### config.mk
export PLATFORM = sky130hd
export DESIGN_NAME = mem_port_arbiter
export DESIGN_NICKNAME = d
export VERILOG_FILES = /design/src/rtl/mem_arb_pkg.sv /design/src/rtl/mem_port_arbiter_rr_pick.sv /design/src/rtl/mem_port_arbiter.sv
export SDC_FILE = /design/constraint.sdc
export NUM_CORES = 1
export LEC_CHECK = 0
export CAP_MARGIN = 20
export CORE_ASPECT_RATIO = 1.2
export CORE_MARGIN = 1
export CORE_UTILIZATION = 44
export DETAILED_ROUTE_END_ITERATION = 10
export GPL_TIMING_DRIVEN = 0
export PLACE_DENSITY = 0.8
export SLEW_MARGIN = 20
export SYNTH_ARGS = -nofsm -noshare
export SYNTH_HDL_FRONTEND = slang
export SYNTH_SLANG_ARGS = --single-unit
### constraint.sdc
create_clock -name clk -period 5.1 [get_ports clk]
set_clock_uncertainty 0.05 [all_clocks]
set_input_delay 0.765 -clock clk [delete_from_list [all_inputs] [get_ports clk]]
set_output_delay 0.765 -clock clk [all_outputs]
set_load 0.1 [all_outputs]
### src/rtl/mem_arb_pkg.sv
// Shared types and default sizing for the memory-port arbiter.
package mem_arb_pkg;

  typedef enum logic [1:0] {
    IDLE      = 2'd0,
    BUSY      = 2'd1,
    RESP      = 2'd2,
    LOW_POWER = 2'd3
  } state_t;

  localparam int NUM_REQ_DEF      = 4;
  localparam int AW_DEF           = 4;
  localparam int DW_DEF           = 8;
  localparam int IDLE_TIMEOUT_DEF = 10;
  localparam int ACK_TIMEOUT_DEF  = 15;

endpackage

### src/rtl/mem_port_arbiter_rr_pick.sv
// Combinational round-robin selector: first set request after ptr, with wrap.
module rr_pick
  import mem_arb_pkg::*;
#(
  parameter int N = NUM_REQ_DEF
) (
  input  logic [N-1:0]         req,
  input  logic [$clog2(N)-1:0] ptr,
  output logic [N-1:0]         win_oh,
  output logic [$clog2(N)-1:0] win_idx,
  output logic                 any
);

  localparam int IW = $clog2(N);

  // Scan ptr+1 .. ptr+N (mod N) and keep the first requester found.
  always_comb begin
    int            c;
    logic [IW-1:0] ci;
    win_oh  = '0;
    win_idx = '0;
    any     = 1'b0;
    c       = 0;
    ci      = '0;
    for (int i = 1; i <= N; i++) begin
      c = int'(ptr) + i;
      if (c >= N) c = c - N;
      ci = IW'(c);
      if (!any && req[ci]) begin
        any         = 1'b1;
        win_idx     = ci;
        win_oh[ci]  = 1'b1;
      end
    end
  end

endmodule

### src/rtl/mem_port_arbiter.sv
// Round-robin scheduler sharing one memory port among NUM_REQ requesters,
// with an ack watchdog and an idle power-down state.
module mem_port_arbiter
  import mem_arb_pkg::*;
#(
  parameter int NUM_REQ      = NUM_REQ_DEF,
  parameter int AW           = AW_DEF,
  parameter int DW           = DW_DEF,
  parameter int IDLE_TIMEOUT = IDLE_TIMEOUT_DEF,
  parameter int ACK_TIMEOUT  = ACK_TIMEOUT_DEF
) (
  input  logic                  clk,
  input  logic                  rst_n,
  input  logic [NUM_REQ-1:0]    req,
  input  logic [NUM_REQ-1:0]    req_rw,
  input  logic [NUM_REQ*AW-1:0] req_addr,
  input  logic [NUM_REQ*DW-1:0] req_wdata,
  output logic [NUM_REQ-1:0]    grant,
  output logic [NUM_REQ-1:0]    rsp_valid,
  output logic [DW-1:0]         rsp_rdata,
  output logic                  rsp_err,
  output logic                  mem_req,
  output logic                  mem_rw,
  output logic [AW-1:0]         mem_addr,
  output logic [DW-1:0]         mem_wdata,
  input  logic                  mem_ack,
  input  logic [DW-1:0]         mem_rdata,
  output logic                  low_power
);

  localparam int IW  = $clog2(NUM_REQ);
  localparam int ICW = $clog2(IDLE_TIMEOUT + 1);
  localparam int ACW = $clog2(ACK_TIMEOUT + 1);

  state_t             state, state_nxt;
  logic [IW-1:0]      ptr, win_idx;
  logic [NUM_REQ-1:0] win_oh;
  logic               req_any;
  logic [ICW-1:0]     idle_cnt, idle_inc;
  logic [ACW-1:0]     ack_cnt, ack_inc;
  logic               idle_expire, ack_expire, accept, finish;
  logic               sel_rw;
  logic [AW-1:0]      sel_addr;
  logic [DW-1:0]      sel_wdata;
  logic [NUM_REQ-1:0] cmd_oh;
  logic               cmd_rw;
  logic [AW-1:0]      cmd_addr;
  logic [DW-1:0]      cmd_wdata;
  logic [DW-1:0]      rsp_data_q;
  logic               rsp_err_q;

  // Counters stop at their limit instead of wrapping.
  function automatic int sat_inc(input int v, input int lim);
    return (v >= lim) ? lim : v + 1;
  endfunction

  rr_pick #(.N(NUM_REQ)) u_pick (
    .req     (req),
    .ptr     (ptr),
    .win_oh  (win_oh),
    .win_idx (win_idx),
    .any     (req_any)
  );

  assign idle_inc    = ICW'(sat_inc(int'(idle_cnt), IDLE_TIMEOUT));
  assign ack_inc     = ACW'(sat_inc(int'(ack_cnt), ACK_TIMEOUT));
  assign idle_expire = (int'(idle_inc) == IDLE_TIMEOUT);
  assign ack_expire  = (int'(ack_inc) == ACK_TIMEOUT);
  assign accept      = (state == IDLE) && req_any;
  assign finish      = (state == BUSY) && (mem_ack || ack_expire);

  // Mux out the winner's command using constant slice positions.
  always_comb begin
    sel_rw    = 1'b0;
    sel_addr  = '0;
    sel_wdata = '0;
    for (int i = 0; i < NUM_REQ; i++) begin
      if (win_idx == IW'(i)) begin
        sel_rw    = req_rw[i];
        sel_addr  = req_addr[i*AW +: AW];
        sel_wdata = req_wdata[i*DW +: DW];
      end
    end
  end

  // Next-state logic; an ack in the timeout cycle still counts as success.
  always_comb begin
    state_nxt = state;
    case (state)
      IDLE: begin
        if (req_any)          state_nxt = BUSY;
        else if (idle_expire) state_nxt = LOW_POWER;
      end
      BUSY:      if (mem_ack || ack_expire) state_nxt = RESP;
      RESP:      state_nxt = IDLE;
      LOW_POWER: if (req_any) state_nxt = IDLE;
      default:   state_nxt = IDLE;
    endcase
  end

  // Outputs decode from state; data outputs are forced to 0 outside their phase.
  always_comb begin
    grant     = '0;
    rsp_valid = '0;
    rsp_rdata = '0;
    rsp_err   = 1'b0;
    mem_req   = 1'b0;
    mem_rw    = 1'b0;
    mem_addr  = '0;
    mem_wdata = '0;
    low_power = 1'b0;
    case (state)
      BUSY: begin
        mem_req   = 1'b1;
        mem_rw    = cmd_rw;
        mem_addr  = cmd_addr;
        mem_wdata = cmd_wdata;
        if (ack_cnt == '0) grant = cmd_oh;
      end
      RESP: begin
        rsp_valid = cmd_oh;
        rsp_rdata = rsp_data_q;
        rsp_err   = rsp_err_q;
      end
      LOW_POWER: low_power = 1'b1;
      default: ;
    endcase
  end

  // Control state: FSM, round-robin pointer and the two counters.
  always_ff @(posedge clk or negedge rst_n) begin
    if (!rst_n) begin
      state    <= IDLE;
      ptr      <= IW'(NUM_REQ - 1);
      idle_cnt <= '0;
      ack_cnt  <= '0;
    end else begin
      state <= state_nxt;
      if (accept) ptr <= win_idx;
      if (state == IDLE) idle_cnt <= req_any ? '0 : idle_inc;
      else               idle_cnt <= '0;
      if (state == BUSY) ack_cnt <= ack_inc;
      else               ack_cnt <= '0;
    end
  end

  // Command latch taken when a requester wins arbitration.
  always_ff @(posedge clk) begin
    if (accept) begin
      cmd_oh    <= win_oh;
      cmd_rw    <= sel_rw;
      cmd_addr  <= sel_addr;
      cmd_wdata <= sel_wdata;
    end
  end

  // Response capture: read data on ack, zero for writes and aborts.
  always_ff @(posedge clk) begin
    if (finish) begin
      rsp_data_q <= (mem_ack && !cmd_rw) ? mem_rdata : '0;
      rsp_err_q  <= !mem_ack;
    end
  end

endmodule

==> results.md, run 1 <==
* Top_reg_cell synth: edfxtp_1
* Antenna violations before repair at 0
* Post-route insts no fill at ~400
* Crit path arrival time at 2.84 ns
* Final antenna-violating net count at 0
* Leading area contributor after synthesis: edfxtp_1
* CTS hold repair buffers at 0
* Top Ports at a little under 100
* Grt ovf at 0
* Core footprint at 0.00563 mm2
* Max Cap Viol at 0
* FP Rows at 30
* Slowest CP cell: clkdlybuf4s50_1
* Setup Fix Bufs, Post-CTS at 0
* Hold WC Path Type: flop to flop
* Initial Utilization at around 45%
* Via count at a little over 2000
* Setup TNS at 0 ns
* Layout Nets at just over 400
* CTS resizes at 0
* H-tree Lvls at 2
* P&R area growth vs syn at 46.3%
* Most common library cells after synthesis: mux2i_1, and2_1, edfxtp_1
* Post-Syn Instances at 227
* # diodes at 0
* Post-synth EDFFs at 26
* Total Wirelength at between 5 and 6 mm
* Max FO, Critical Path at 8
* DP HPWL at 4.48 mm
* Cell Area, Synth at between 0.002 and 0.003 mm2
* CP Capture Type: output port
* IO buf count at between 90 and 100
* Post-route DRC at 0
* Core Util, Final at roughly two thirds
* Area of the die at 0.00612 mm2
* Vias in the first global route at about 2000
* Hold slack final at between 0.5 and 0.6 ns
* Routability cong. at around 0.79
* Post-DR vias/cell at 5.20
* Post-synthesis register bit count at 38
* Yosys top cell area share at slightly above 30%
* Pins Over Slew Limit at 0
* WS Path Type: flop to output port
* Min Tclk post-route at roughly 3.7 ns
* Synth async-reset ratio at about a third
* Chip width at between 70 and 80 um
* Cell variety after synth at 39
* Reg area at around 0.0011 mm2
* CP top delay family: buffers and inverters
* Cell Chain, Critical Path: nand2b_1 -> nor4b_1 -> and2_1 -> clkdlybuf4s50_1
* Slew margin rel. at between 30% and 40%
* Dpl cells at 390
* CP max stage delay at between 1 and 1.5 ns
* Fin crit share at 71.6%
* Final hold violation count at 0
* Worst path bufs/invs at 1
* Fillcell total at ~460
* CTS clock-pin slew for the worst setup and hold paths at 0.07 ns
* Worst-Skew Late Latency at roughly 0.29 ns
* Startpoint Class: flop
* RSZ-0062 raised after global routing: false
* Routed WL per cell at 14.4 um
* Multi-input gate area at ~0.0014 mm2
* Clock sink total at 38
* Initial DRC count at between 70 and 80
* CTS Buf Count at 5
* 1st-pass router iterations at 4
* Syn_area_per_cell at approximately 11 um2
* Clock buffer depth at 2
* Die H at about 86 um
* Top cells by area, synth: edfxtp_1, mux2i_1, dfrtp_1, and2_1, ha_1
* Root Driver: clkbuf_8
* Worst EP required at ~4.3 ns
* Post-synthesis sequential area ratio at between 40% and 50%
* Syn_nets at around 310
* Max Fclk at ~0.27 GHz
* Layout cells sized above 1 at 5.99%
* Global-route usage over all layers at between 10% and 20%
* Count leader, synth: mux2i_1
* First-pass GRT wire length at roughly 9.3 mm
* Status: complete, no violations
* CTS tree: done
* Largest net degree at the start of global routing at 13
* Worst Tran Pin Value at 1.01 ns
* # setup viols final at 0
* Synth Warn # at 0
[cell families (layout without fill, tap and decap cells)]
logic type	count (synthesis)	in the layout	synth area share, %
simple gates	69	69	15.5
mux	46	46	20.4
compound gates	41	41	10.9
flops	38	38	42.4
buf+inv	20	127	4.65
fa+ha+maj	12	12	5.87
xor+xnor	1	1	0.343
[final timing paths]
check                                        end                  from  slack (ns)  cells after the start
hold reg to reg             ack_cnt[3]$_DFF_PN0_  ack_cnt[3]$_DFF_PN0_        0.53                      1
hold / removal              ack_cnt[3]$_DFF_PN0_  ack_cnt[3]$_DFF_PN0_        0.53                      1
setup reg to reg           cmd_addr[0]$_DFFE_PP_    ptr[0]$_DFFE_PN1P_        1.54                     12
max in group asynchronous     ptr[1]$_DFFE_PN1P_                 rst_n        3.85                      1
setup / recovery                        grant[1]  state[1]$_DFFE_PN0P_        1.45                      4
min in group asynchronous  idle_cnt[3]$_DFF_PN0_                 rst_n        0.78                      1
[layer usage]
metal | vias up | part of all wire (%) | track usage, %
li1 | 1045 | - | -
met1 | 954 | 41 | 23.8
met2 | 62 | 54 | 34.5
met3 | 8 | 3.9 | 2.94
met4 | 0 | 1.7 | 7.31
met5 | - | 0 | 0
[layout by cell type, fill, tap and decap left out, types with 2 or more instances in the layout]
master,instances
nor3b_1,3
inv_1,11
nor2_1,11
clkdlybuf4s50_1,98
clkbuf_1,5
nor3_1,3
a21oi_1,9
o21ai_0,9
a22oi_1,8
ha_1,12
dfrtp_1,10
buf_6,4
clkbuf_8,5
a211oi_1,2
and2_1,39
mux2i_1,42
nand2_1,5
dfstp_2,2
o31ai_1,2
nand3_1,2
mux4_1,3
a31oi_1,3
edfxtp_1,26
[per-stage QoR]
step / cell area [um2] / worst slack, ns
detailed placement: 3630 / 1.61
finish: 3740 / 1.45
floorplan: 2560 / 1.49
global route: 3740 / 1.19
global placement: 3620 / 0.874
CTS: 3740 / 1.41
[sequential cells by signal, summed over array words and instances, names as in the netlist]
name        flops
cmd_wdata       8
cmd_rw          1
rsp_err_q       1
cmd_addr        4
rsp_data_q      8
ptr             2
idle_cnt        4
state           2
cmd_oh          4
ack_cnt         4
[layout make-up]
class                      count  share of cell area, %
sequential                    38                   29.0
buffer                         9                   2.07
tap                           64                   2.14
clock inverter                 1                  0.803
multi-input combinational    169                   36.4
timing repair buffer          99                   26.5
clock buffer                   7                   2.04
inverter                      11                   1.10
Power of run 1 is left out: the tool's default activity adds up to more than one toggle a clock period on the data nets, which glitch-free logic cannot reach.
==> run 2: changes to the inputs <==
CORE_UTILIZATION = 40   (was 44)
PLACE_DENSITY = 0.77   (was 0.8)
clock period = 3.25 ns   (was 5.1 ns; I/O delays follow)
==> run 2 against run 1 <==
- count of clock-buffer cells in the layout decreased by 2
- register-to-register slack got worse by 1.4 ns
- flip-flop and latch count unchanged
- first-iteration DRC count decreased by 38%
- final area increased by 2.5%
- sequential share of layout area decreased by 0.72 points
- global-route usage decreased by 2.1 points
- critical path depth increased by 8
- worst hold slack got worse by 0.028 ns
==> results.md, run 2 (synthesized netlist as in run 1, its figures left out) <==
* Status: complete, no violations
* Chip width at 75.0 um (+4.7%)
* CTS tree: done
* Multi-input gate area at 0.00137 mm2 (+0.55%)
* CP top delay family: multiplexers
* Initial Utilization at 42.0% (-3.4 points)
* Worst-Skew Late Latency at 0.28 ns (about the same)
* Slew margin rel. at 32.6% (+0.13 points)
* WS Path Type: flop to flop
* CP max stage delay at 0.55 ns (-0.58 ns)
* Fin crit share at a little over nine tenths
* Cell Chain, Critical Path: buf_8 -> clkinvlp_4 -> ha_1 -> buf_4 -> mux4_2 -> and2b_4 -> o21ai_1 -> o21ai_1 -> buf_4 -> buf_6 -> mux2i_1 -> mux2i_1
* DP HPWL at 4.52 mm (+0.90%)
* Vias in the first global route at 1946 (-0.41%)
* P&R area growth vs syn at 50.0%
* Global-route usage over all layers at 17.3% (-2.1 points)
* Layout cells sized above 1 at 12.1% (+6.2 points)
* Max Fclk at 0.321 GHz
* Pins Over Slew Limit at 0 (unchanged)
* Routed WL per cell at 13.5 um (-6.4%)
* Worst EP required at 3.22 ns (-1.06 ns)
* Slowest CP cell: dfstp_2
* Biggest regs: cmd_wdata: 8 flops, rsp_data_q: 8 flops
* Final hold violation count at 0 (unchanged)
* Final antenna-violating net count at 0 (unchanged)
* Most common cell after layout, fill and taps aside: clkdlybuf4s50_1
* DP Area at 0.00365 mm2 (+0.48%)
* Hold WC Path Type: input port to asynchronous set/reset pin
* Dpl cells at 407 (+4.4%)
* PnR worst setup slack at 0.134 ns (-1.31 ns)
* Max FO, Critical Path at 10 (+2)
* # setup viols final at 0 (unchanged)
* Worst Tran Pin Value at 1.01 ns (-0.00190 ns)
* Initial DRC count at 48 (-38%)
* CTS hold repair buffers at 0 (unchanged)
* CTS Buf Count at 5 (unchanged)
* Max Cap Viol at 0 (unchanged)
* Post-route DRC at 0 (unchanged)
* Post-route cell area at 0.00384 mm2 (+2.5%)
* Antenna violations before repair at 0 (unchanged)
* Total Wirelength at 5.76 mm (+0.68%)
* Grt ovf at 0 (unchanged)
* CTS clock-pin slew for the worst setup and hold paths at 0.08 ns (about the same)
* Clock buffer depth at 2 (unchanged)
* Top Ports at 99 (unchanged)
* CP Capture Type: flop
* FP Rows at 31 (+3.3%)
* 1st-pass router iterations at 5 (+1)
* Core footprint at 0.00609 mm2 (+8.2%)
* Area of the die at 0.00672 mm2 (+9.7%)
* Startpoint Class: flop
* Min Tclk post-route at just over 3 ns
* First-pass GRT wire length at 8.75 mm (-5.4%)
* Largest net degree at the start of global routing at 19 (+6)
* Post-route insts no fill at 428 (+7.5%)
* Clock sink total at 38 (unchanged)
* Reg area at 0.00108 mm2 (unchanged)
* Via count at 2131 (+3.0%)
* Fillcell total at 512 (+12%)
* Post-DR vias/cell at 4.98 (-4.2%)
* Worst path bufs/invs at 5 (+4)
* Post-placement setup slack at -0.234 ns (-1.84 ns)
* H-tree Lvls at 2 (unchanged)
* Most frequent cells in the layout: clkdlybuf4s50_1, mux2i_1, and2_1
* Setup TNS at 0 ns (unchanged)
* Layout Nets at 424 (+2.9%)
* # diodes at 0 (unchanged)
* Crit path arrival time at 3.09 ns (+0.25 ns)
* Routability cong. at 0.766 (-3.4%)
* IO buf count at 98 (unchanged)
* Root Driver: clkbuf_8
* Die H at 89.6 um (+4.8%)
run 2: worst paths after layout:
path | start | slack (ns) | end | depth (start not counted)
worst max-delay path | ptr[0]$_DFFE_PN1P_ | 0.13 | cmd_rw$_DFFE_PP_ | 12
worst min-delay path | rst_n | 0.50 | idle_cnt[1]$_DFF_PN0_ | 1
worst max register to register | ptr[0]$_DFFE_PN1P_ | 0.13 | cmd_rw$_DFFE_PP_ | 12
worst min register to register | ack_cnt[3]$_DFF_PN0_ | 0.51 | ack_cnt[3]$_DFF_PN0_ | 1
max in group asynchronous | rst_n | 2.29 | ptr[1]$_DFFE_PN1P_ | 1
min in group clk | ack_cnt[3]$_DFF_PN0_ | 0.51 | ack_cnt[3]$_DFF_PN0_ | 1
run 2: final cells by class:
class | instances | area share (%)
Multi-Input combinational cell | 169 | 35.6
Sequential cell | 38 | 28.2
Timing Repair Buffer | 111 | 27.9
Tap cell | 82 | 2.67
Buffer | 9 | 2.19
Clock buffer | 5 | 1.79
Inverter | 11 | 1.17
Clock inverter | 3 | 0.424
run 2: repair_timing:
action | CTS | global route
resized for setup | 16 | 30
buffers inserted | 3 | 10
setup endpoints to repair | 50 | 57
run 2: through the flow:
stage          hold WS, ns  utilization, %
3_3_place_gp         0.501            59.9
3_5_place_dp         0.515            60.0
4_1_cts              0.518            61.4
2_1_floorplan        0.142               -
5_1_grt              0.549            63.0
6_report             0.499            63.0
run 2: layer usage:
metal | vias to the layer above | routed length, um | global-route usage [%] | part of all wire [%]
met5 | - | 0 | 0 | 0
met4 | 0 | 96 | 6.00 | 1.7
met3 | 7 | 280 | 3.24 | 4.9
met2 | 73 | 3150 | 31.1 | 55
met1 | 983 | 2240 | 20.5 | 39
li1 | 1068 | - | - | -
Power of run 2 is left out for the same reason.
